File: src/rtl/flash_axi_reader.sv
// flash_axi_reader
//   AXI4 read-only slave in front of the simulation flash model. Each AR burst
//   (FIXED or INCR) is walked one beat at a time: one flash read per beat,
//   the 64-bit word returned on R with backpressure. Beats outside the flash
//   window, with size > 3, or with WRAP/reserved bursts are answered SLVERR
//   with zero data and no flash access.
//
// Ports
//   clock, reset          : rising-edge clock, asynchronous active-high reset
//   ar_valid/ar_ready     : AR handshake (ar_ready registered, high only in IDLE)
//   ar_id/addr/len/size/burst : AR payload
//   r_valid/r_ready       : R handshake
//   r_id/r_data/r_resp/r_last : R payload, held stable while stalled
//   flash_r_en            : one-cycle flash read strobe per legal beat
//   flash_r_addr          : 8-byte aligned byte offset into the flash
//   flash_r_data          : flash word, valid the cycle after flash_r_en
module flash_axi_reader #(
  parameter logic [31:0] FLASH_BASE = 32'h1000_0000,
  parameter logic [31:0] FLASH_SIZE = 32'h0040_0000,
  parameter int unsigned ID_W       = 4
) (
  input  logic            clock,
  input  logic            reset,
  input  logic            ar_valid,
  output logic            ar_ready,
  input  logic [ID_W-1:0] ar_id,
  input  logic [31:0]     ar_addr,
  input  logic [7:0]      ar_len,
  input  logic [2:0]      ar_size,
  input  logic [1:0]      ar_burst,
  output logic            r_valid,
  input  logic            r_ready,
  output logic [ID_W-1:0] r_id,
  output logic [63:0]     r_data,
  output logic [1:0]      r_resp,
  output logic            r_last,
  output logic            flash_r_en,
  output logic [31:0]     flash_r_addr,
  input  logic [63:0]     flash_r_data
);

  typedef enum logic [1:0] {IDLE, REQ, CAP, RESP} state_t;

  state_t          state, state_nx;
  logic [ID_W-1:0] id_q;
  logic [31:0]     addr_q;
  logic [7:0]      len_q;
  logic [7:0]      beat_q;
  logic [2:0]      size_q;
  logic [1:0]      burst_q;
  logic            err_q;

  logic [31:0]     offset;
  logic [31:0]     ar_off;
  logic [31:0]     adv_off;
  logic [31:0]     addr_adv;
  logic [31:0]     size_bytes;
  logic            beat_legal;
  logic            ar_hs;
  logic            r_hs;

  // Beat legality and address advance for the current beat address.
  always_comb begin
    offset     = addr_q - FLASH_BASE;
    ar_off     = ar_addr - FLASH_BASE;
    beat_legal = (addr_q >= FLASH_BASE) && (offset < FLASH_SIZE) &&
                 (size_q <= 3'd3) && (burst_q[1] == 1'b0);
    size_bytes = 32'd1 << size_q;
    addr_adv   = (burst_q == 2'b01) ? ((addr_q & ~(size_bytes - 32'd1)) + size_bytes)
                                    : addr_q;
    adv_off    = addr_adv - FLASH_BASE;
  end

  always_comb begin
    state_nx   = state;
    flash_r_en = 1'b0;
    r_valid    = 1'b0;
    ar_hs      = (state == IDLE) && ar_valid && ar_ready;
    r_hs       = (state == RESP) && r_ready;
    case (state)
      IDLE: if (ar_hs) state_nx = REQ;
      REQ: begin
        flash_r_en = beat_legal;
        state_nx   = CAP;
      end
      CAP: state_nx = RESP;
      RESP: begin
        r_valid = 1'b1;
        if (r_ready) state_nx = r_last ? IDLE : REQ;
      end
      default: state_nx = IDLE;
    endcase
  end

  // ar_ready follows the next state so it rises one edge after reset release
  // and one edge after the last-beat handshake.
  always_ff @(posedge clock or posedge reset) begin
    if (reset) begin
      state    <= IDLE;
      ar_ready <= 1'b0;
    end else begin
      state    <= state_nx;
      ar_ready <= (state_nx == IDLE);
    end
  end

  // flash_r_addr is loaded on entry to REQ (AR accept or R handshake), so it
  // is already valid during REQ and untouched through an R stall.
  always_ff @(posedge clock or posedge reset) begin
    if (reset) begin
      id_q         <= '0;
      addr_q       <= '0;
      len_q        <= '0;
      beat_q       <= '0;
      size_q       <= '0;
      burst_q      <= '0;
      err_q        <= 1'b0;
      flash_r_addr <= '0;
      r_data       <= '0;
      r_resp       <= '0;
      r_last       <= 1'b0;
      r_id         <= '0;
    end else begin
      case (state)
        IDLE: if (ar_hs) begin
          id_q         <= ar_id;
          addr_q       <= ar_addr;
          len_q        <= ar_len;
          size_q       <= ar_size;
          burst_q      <= ar_burst;
          beat_q       <= '0;
          flash_r_addr <= ar_off & ~32'h7;
        end
        REQ: err_q <= ~beat_legal;
        CAP: begin
          r_data <= err_q ? '0 : flash_r_data;
          r_resp <= err_q ? 2'b10 : 2'b00;
          r_last <= (beat_q == len_q);
          r_id   <= id_q;
        end
        RESP: if (r_hs && !r_last) begin
          beat_q       <= beat_q + 8'd1;
          addr_q       <= addr_adv;
          flash_r_addr <= adv_off & ~32'h7;
        end
        default: ;
      endcase
    end
  end

endmodule

File: config.mk
export PLATFORM = sky130hd
export DESIGN_NAME = flash_axi_reader
export DESIGN_NICKNAME = d
export VERILOG_FILES = /design/src/rtl/flash_axi_reader.sv
export SDC_FILE = /design/constraint.sdc
export NUM_CORES = 1
export LEC_CHECK = 0
export ABC_AREA = 1
export BUFFER_PORTS_ARGS = -buffer_cell sky130_fd_sc_hd__buf_2
export CAP_MARGIN = 20
export CORE_ASPECT_RATIO = 0.75
export CORE_MARGIN = 8
export CORE_UTILIZATION = 47
export CTS_BUF_LIST = sky130_fd_sc_hd__clkbuf_16
export DETAILED_ROUTE_END_ITERATION = 8
export PLACE_DENSITY = 0.73
export SYNTH_ARGS = -nofsm -noshare
export SYNTH_HDL_FRONTEND = slang
export SYNTH_SLANG_ARGS = --single-unit
File: constraint.sdc
create_clock -name clock -period 4.65 [get_ports clock]
set_input_delay 0.93 -clock clock [delete_from_list [all_inputs] [get_ports clock]]
set_output_delay 0.93 -clock clock [all_outputs]
set_load 0.05 [all_outputs]
==> flow_metrics.env, run 1 <==
export IMPL_synth_compound_area_frac=0.1653
export IMPL_yosys_area_top_type_share=0.4754
export IMPL_netlist_area_mm2=0.007106
export IMPL_final_util=0.5844
export IMPL_synth_warnings=0
export IMPL_clock_skew_ns=0.009299
export IMPL_fillers=1396
export IMPL_hold_violations=0
export IMPL_endpoint_kind="flip-flop"
export IMPL_seq_area_mm2=0.003378
export IMPL_ctsLongestPathBuffers=2
export IMPL_synthXorXnorAreaFrac=0.01109
export IMPL_finalNetCount=1161
export IMPL_critical_path_class="flip-flop to flip-flop"
export IMPL_routedWlPerCell_um=16.16
export IMPL_cp_start_kind="flip-flop"
export IMPL_grt_total_usage=0.2089
export IMPL_fmax_mhz=313.6
export IMPL_rsz0062_at_grt="no"
export IMPL_cts_setup_buffers=0
export IMPL_core_mm2=0.01503
export IMPL_cp_common_cell="nand2_1"
export IMPL_cpPeakStageDelay_ns=0.46
export IMPL_cts_inserted_buffers=17
export IMPL_crit_fanout=11
export IMPL_synth_top_cell_by_area="dfrtp_1"
export IMPL_clock_root_buffer="clkbuf_16"
export IMPL_finalCriticalPeriod_ns=3.189
export IMPL_dpl_hpwl_um=15230
export IMPL_ys_seq_area_frac=0.4754
export IMPL_vias=6489
export IMPL_start_util=0.4728
export IMPL_critPathArrivalTime_ns=3.49
export IMPL_synth_top_family_by_area="simple AND/OR/NAND/NOR gates"
export IMPL_crit_path_cell_trace="nor2_2 > nand2_1 > ha_1 > nand2_2 > inv_1 > nor2_4 > nand2_1 > nor2_1 > nand2_1 > inv_2 > nand2_1 > nor2_2 > nand2_1 > nand2_1 > nand2_1 > nand2_1 > nand2_2 > ha_1 > nand2_1 > nand2_1 > nand2_1 > o21ai_1"
export IMPL_place_congestion=0.9111
export IMPL_placed_area_mm2=0.008177
export IMPL_status="finished, final reports clean"
export IMPL_drt_initial_drc_count=562
export IMPL_slew_headroom=0.4715
export IMPL_drt_wl_total_um=20290
export IMPL_synthMuxAreaShare=0
export IMPL_fp_dieArea_mm2=0.01935
export IMPL_final_cell_area_mm2=0.008783
export IMPL_cts_sinks=135
export IMPL_grt_pass1_wl_um=32110
export IMPL_avgSynthCellArea_um2=8.330
export IMPL_std_cell_rows=39
export IMPL_worst_slew_pin_transition_ns=0.7898
export IMPL_cts_hold_buffers_added=0
export IMPL_syn_inst=853
export IMPL_power_density_mw_per_mm2=659.2
export IMPL_synth_flop_cell="dfrtp_1"
export IMPL_drive_above_1_share=0.2969
export IMPL_synth_edf_count=0
export IMPL_insertion_delay_ns=0.42
export IMPL_grt_pass1_vias=6236
export IMPL_antenna_found_initial=0
export IMPL_holdWs_ns=0.4871
export IMPL_slew_viol_final=0
export IMPL_h_tree_depth=4
export IMPL_maxCapViolCount=0
export IMPL_ant_nets=0
export IMPL_die_y_um=122.5
export IMPL_synthSimpleGateAreaFrac=0.2374
export IMPL_viasPerCell=5.166
export IMPL_multi_input_area_mm2=0.003052
export IMPL_io_pins=223
export IMPL_portBuffers=218
export IMPL_tritoncts="yes"
export IMPL_die_x_um=158.0
export IMPL_dr_pass1_iters=6
export IMPL_postCtsResizedCells=0
export IMPL_finalCritPeriodShare=0.6858
export IMPL_ys_ff_latch=135
export IMPL_hold_path_class="flip-flop to flip-flop"
export IMPL_setup_tns_ns=0
export IMPL_synthTopCellsByArea="dfrtp_1 48%, nand2_1 9.8%, a22o_1 7.9%"
export IMPL_area_growth_pct=23.61
export IMPL_synth_adder_area_share=0.01057
export IMPL_async_flop_share=1.000
export IMPL_setup_violations=0
export IMPL_slowest_stage="dfrtp_1"
export IMPL_p_leak_nw=4.715
export IMPL_path_clk_slew_ns=0.06
export IMPL_synth_cell_types=47
export IMPL_grt_max_degree=118
export IMPL_vdd_drop_max_mv=0.3214
export IMPL_worstPathRequired_ns=4.95
export IMPL_diodes=0
export IMPL_drcViolationCount=0
export IMPL_overflow=0
## per-stage QoR
stage | std cells | setup slack, ns | power [mW]
2_1_floorplan | 856 | 0.1089 | 3.991
3_3_place_gp | 1223 | 1.600 | 4.438
3_5_place_dp | 1223 | 1.529 | 4.470
4_1_cts | 1255 | 1.500 | 5.805
5_1_grt | 1256 | 1.118 | 6.207
6_report | 1256 | 1.461 | 5.790
## flip-flops by register name, summed over array words and instances (netlist names)
name,count
addr_q,32
ar_ready,1
beat_q,8
burst_q,2
err_q,1
flash_r_addr,4
id_q,4
len_q,8
r_data,64
r_id,4
r_last,1
r_resp,1
size_q,3
state,2
## layout by cell type (no fill, tap or decap), types with 3 or more instances in the layout
cell and instances:
nand3_1 40, inv_6 4, o21bai_1 3, a22o_1 64
conb_1 4, buf_2 218, clkbuf_16 17, buf_4 8
nand4_1 14, ha_1 6, inv_1 79, nand3b_1 3
a31oi_1 26, a21oi_1 26, or2_2 6, nor2_2 14
nand2_2 13, xor2_1 5, o21ai_0 36, xnor2_1 4
nand3_2 3, clkinv_4 4, nor3_1 6, nand2_4 3
clkinv_1 3, dfrtp_1 135, nor2_1 81, nand2_1 186
o22a_1 3, inv_2 8
## cells by family (layout without fill, tap and decap cells)
logic type	count (synthesis)	count (layout)
compound gates	170	170
xor+xnor	9	9
buf+inv	153	348
fa+ha+maj	6	6
simple gates	379	379
other cells	1	4
flops	135	135
## metal layers
metal	up-vias	global-route usage	wire (um)
met5	-	0	0
li1	3191	-	-
met4	0	0.05640	185
met2	218	0.3131	9139
met3	17	0.05067	1532
met1	3063	0.2978	9433
## power breakdown
part	internal [mW]	switching (mW)	total, mW
clock network	0.791	0.530	1.32
logic	0.749	1.93	2.68
registers	1.48	0.309	1.79
total	3.02	2.77	5.79
## critical path: cells and delay by family (launching register included)
kind / cells / cell delay [ns]
fa+ha+maj: 2 / 0.46
flops: 1 / 0.46
simple gates: 17 / 1.80
compound gates: 1 / 0.06
buf+inv: 2 / 0.28
## cell usage after synthesis, types with 5 or more instances
| cell type | n |
|---|---|
| nor2_2 | 13 |
| a31oi_1 | 26 |
| buf_1 | 9 |
| clkbuf_1 | 20 |
| nand2_1 | 186 |
| nand2_2 | 13 |
| a21oi_1 | 27 |
| buf_4 | 30 |
| nor2_1 | 83 |
| or2_2 | 6 |
| ha_1 | 6 |
| xor2_1 | 5 |
| o21ai_0 | 36 |
| inv_2 | 7 |
| dfrtp_1 | 135 |
| nor3_1 | 6 |
| nand3_1 | 40 |
| a22o_1 | 64 |
| inv_1 | 81 |
| nand4_1 | 14 |
## path summary, 6_finish.rpt
path,startpoint,to,slack [ns],cells past startpoint
setup / recovery,size_q[2]$_DFFE_PP0P_,flash_r_addr[30]$_DFFE_PP0P_,1.46,22
hold / removal,flash_r_addr[31]$_DFFE_PP0P_,flash_r_addr[31]$_DFFE_PP0P_,0.49,2
setup reg to reg,size_q[2]$_DFFE_PP0P_,flash_r_addr[30]$_DFFE_PP0P_,1.46,22
hold reg to reg,flash_r_addr[31]$_DFFE_PP0P_,flash_r_addr[31]$_DFFE_PP0P_,0.49,2
max in group asynchronous,reset,r_data[53]$_DFFE_PP0P_,3.15,4
min in group asynchronous,reset,r_data[29]$_DFFE_PP0P_,0.51,2
## cell type report
class / instances / share of cell area
clock buffer: 17 / 0.04843
clock inverter: 15 / 0.01752
inverter: 89 / 0.03860
multi-input combinational: 568 / 0.3474
sequential: 135 / 0.3846
tap: 205 / 0.02920
timing repair buffer: 227 / 0.1342
Note: power is estimated with default switching activity, not from simulation.
==> run 2, diff against run 1 <==
==> constraint.sdc (replaced) <==
create_clock -name clock -period 2.9 [get_ports clock]
set_input_delay 0.58 -clock clock [delete_from_list [all_inputs] [get_ports clock]]
set_output_delay 0.58 -clock clock [all_outputs]
set_load 0.05 [all_outputs]
==> run 2 against run 1 <==
Effect of this change:
- fmax grew 17%
- power grew 65%
- utilization grew 0.90 points
- critical path depth shrank 3
- register-to-register slack lost 1.3 ns
- global-route usage grew 0.47 points
- non-clock buffer count grew 9
- sequential power grew 58%
- clock skew shrank 0.0020 ns
- critical endpoint unchanged
- highest routed layer is now met5
==> flow_metrics.env, run 2 (synthesis results as in run 1) <==
export IMPL_dp_cells=1233
export IMPL_std_cell_rows=39
export IMPL_endpoint_kind="flip-flop"
export IMPL_reg2reg_from="size_q[1]$_DFFE_PP0P_"
export IMPL_ff2ff_path_depth=19
export IMPL_h_tree_depth=4
export IMPL_core_mm2=0.01503
export IMPL_drcViolationCount=0
export IMPL_drt_initial_drc_count=553
export IMPL_cts_inserted_buffers=17
export IMPL_grt_max_degree=136
export IMPL_setup_violations=0
export IMPL_worstPathRequired_ns=3.20
export IMPL_maxCapViolCount=0
export IMPL_slew_headroom=0.4861
export IMPL_clock_skew_ns=0.007313
export IMPL_critical_path_class="flip-flop to flip-flop"
export IMPL_clock_root_buffer="clkbuf_16"
export IMPL_final_common_cell="buf_2"
export IMPL_hold_violations=0
export IMPL_place_congestion=0.9269
export IMPL_portBuffers=218
export IMPL_final_cell_area_mm2=0.008919
export IMPL_largest_register="r_data"
export IMPL_finalCritPeriodShare=0.9391
export IMPL_crit_path_cell_trace="nor2_4 > nand2_2 > ha_4 > or2_2 > a21oi_1 > nand2_1 > nand2_1 > nand2_1 > nand2_1 > nand3_1 > nand2_1 > nand2_1 > nand2_1 > nand2_2 > ha_1 > nand2_1 > nand2_1 > nand2_1 > o21ai_1"
export IMPL_r2r_end="flash_r_addr[30]$_DFFE_PP0P_"
export IMPL_vdd_drop_max_mv=0.6789
export IMPL_tritoncts="yes"
export IMPL_fp_dieArea_mm2=0.01935
export IMPL_crit_fanout=6
export IMPL_cts_sinks=135
export IMPL_die_y_um=122.5
export IMPL_grt_pass1_wl_um=32450
export IMPL_p_leak_nw=4.770
export IMPL_finalNetCount=1170
export IMPL_drt_wl_total_um=20580
export IMPL_antenna_found_initial=1
export IMPL_fmax_mhz=367.2
export IMPL_dpl_hpwl_um=15170
export IMPL_status="finished, final reports clean"
export IMPL_critPathArrivalTime_ns=3.03
export IMPL_final_cell_mix="218 x buf_2, 184 x nand2_1, 135 x dfrtp_1"
export IMPL_multi_input_area_mm2=0.003107
export IMPL_worst_slew_pin_transition_ns=0.7708
export IMPL_rsz0062_at_grt="yes"
export IMPL_slew_viol_final=0
export IMPL_viasPerCell=5.112
export IMPL_routedWlPerCell_um=16.28
export IMPL_rrSetupSlack_ns=0.18
export IMPL_cp_start_kind="flip-flop"
export IMPL_cp_common_cell="nand2_1"
export IMPL_fin_cells=1264
export IMPL_vias=6462
export IMPL_seq_area_mm2=0.003378
export IMPL_dr_pass1_iters=5
export IMPL_drive_above_1_share=0.3116
export IMPL_placed_area_mm2=0.008288
export IMPL_insertion_delay_ns=0.42
export IMPL_area_growth_pct=25.52
export IMPL_hold_path_class="primary input to asynchronous set/reset pin"
export IMPL_start_util=0.4728
export IMPL_finalCriticalPeriod_ns=2.723
export IMPL_grt_pass1_vias=6174
export IMPL_fillers=1407
export IMPL_die_x_um=158.0
export IMPL_path_clk_slew_ns=0.06
export IMPL_largest_reg_flops=64
export IMPL_reg_top3="r_data x64, addr_q x32"
export IMPL_cpPeakStageDelay_ns=0.41
export IMPL_power_density_mw_per_mm2=1069
export IMPL_io_pins=223
export IMPL_overflow=0
export IMPL_slowest_stage="dfrtp_1"
export IMPL_ant_nets=0
export IMPL_diodes=0
export IMPL_ctsLongestPathBuffers=2
export IMPL_final_util=0.5934
export IMPL_grt_total_usage=0.2135
[run 2: cell count changes in the layout (fill, tap and decap cells not counted), sizes merged]
cell	before	now
buf	227	236
clkinv	9	5
inv	91	93
clkinvlp	2	3
[run 2: how the worst max path moves through the flow]
| stage | slack, ns | from | to |
|---|---|---|---|
| after floorplan | 0.10 | addr_q[23]$_DFFE_PP0P_ | flash_r_en |
| after global placement | 0.18 | size_q[2]$_DFFE_PP0P_ | flash_r_addr[30]$_DFFE_PP0P_ |
| after detailed placement | 0.08 | size_q[2]$_DFFE_PP0P_ | flash_r_addr[30]$_DFFE_PP0P_ |
| after CTS | 0.02 | size_q[2]$_DFFE_PP0P_ | flash_r_addr[30]$_DFFE_PP0P_ |
| after global routing | -0.04 | size_q[1]$_DFFE_PP0P_ | flash_r_addr[30]$_DFFE_PP0P_ |
| final | 0.18 | size_q[1]$_DFFE_PP0P_ | flash_r_addr[30]$_DFFE_PP0P_ |
[run 2: critical path: cells and delay by family, from the launching register on]
kind            cells  cell delay (ns)
simple gates       15             1.50
fa+ha+maj           2             0.41
flops               1             0.41
compound gates      2             0.27
[run 2: layout make-up]
cell class | count | share of cell area
Clock buffer | 17 | 0.04770
Multi-Input combinational cell | 568 | 0.3483
Tap cell | 205 | 0.02876
Inverter | 89 | 0.03788
Clock inverter | 14 | 0.01684
Timing Repair Buffer | 236 | 0.1417
Sequential cell | 135 | 0.3788
[run 2: timing repair]
| action | CTS | global route |
|---|---|---|
| resized for setup | 0 | 14 |
| endpoints found under the hold margin | 0 | 0 |
| setup buffers | 0 | 0 |
| hold buffers | 0 | 0 |
| endpoints found under the setup margin | 0 | 11 |
[run 2: metrics by stage]
stage / power [mW] / TNS [ns] / hold WS, ns / setup slack [ns]
after floorplan: 6.399 / 0 / 0.4422 / 0.1049
after global placement: 7.262 / 0 / 0.4614 / 0.1839
final: 9.538 / 0 / 0.3299 / 0.1766
after CTS: 9.481 / 0 / 0.3432 / 0.02368
after global routing: 10.22 / -0.04836 / 0.3577 / -0.03811
after detailed placement: 7.319 / 0 / 0.4733 / 0.07817
[run 2: metal layers]
| layer | global-route usage | share of wire |
|---|---|---|
| met5 | 0 | 0.00063 |
| met4 | 0.07168 | 0.015 |
| met2 | 0.3193 | 0.45 |
| met1 | 0.3019 | 0.46 |
| met3 | 0.04821 | 0.075 |
[run 2: power breakdown]
part	internal [mW]	total, mW	switching [mW]
combinational	1.35	4.59	3.24
clock	1.27	2.12	0.854
sequential	2.37	2.83	0.457
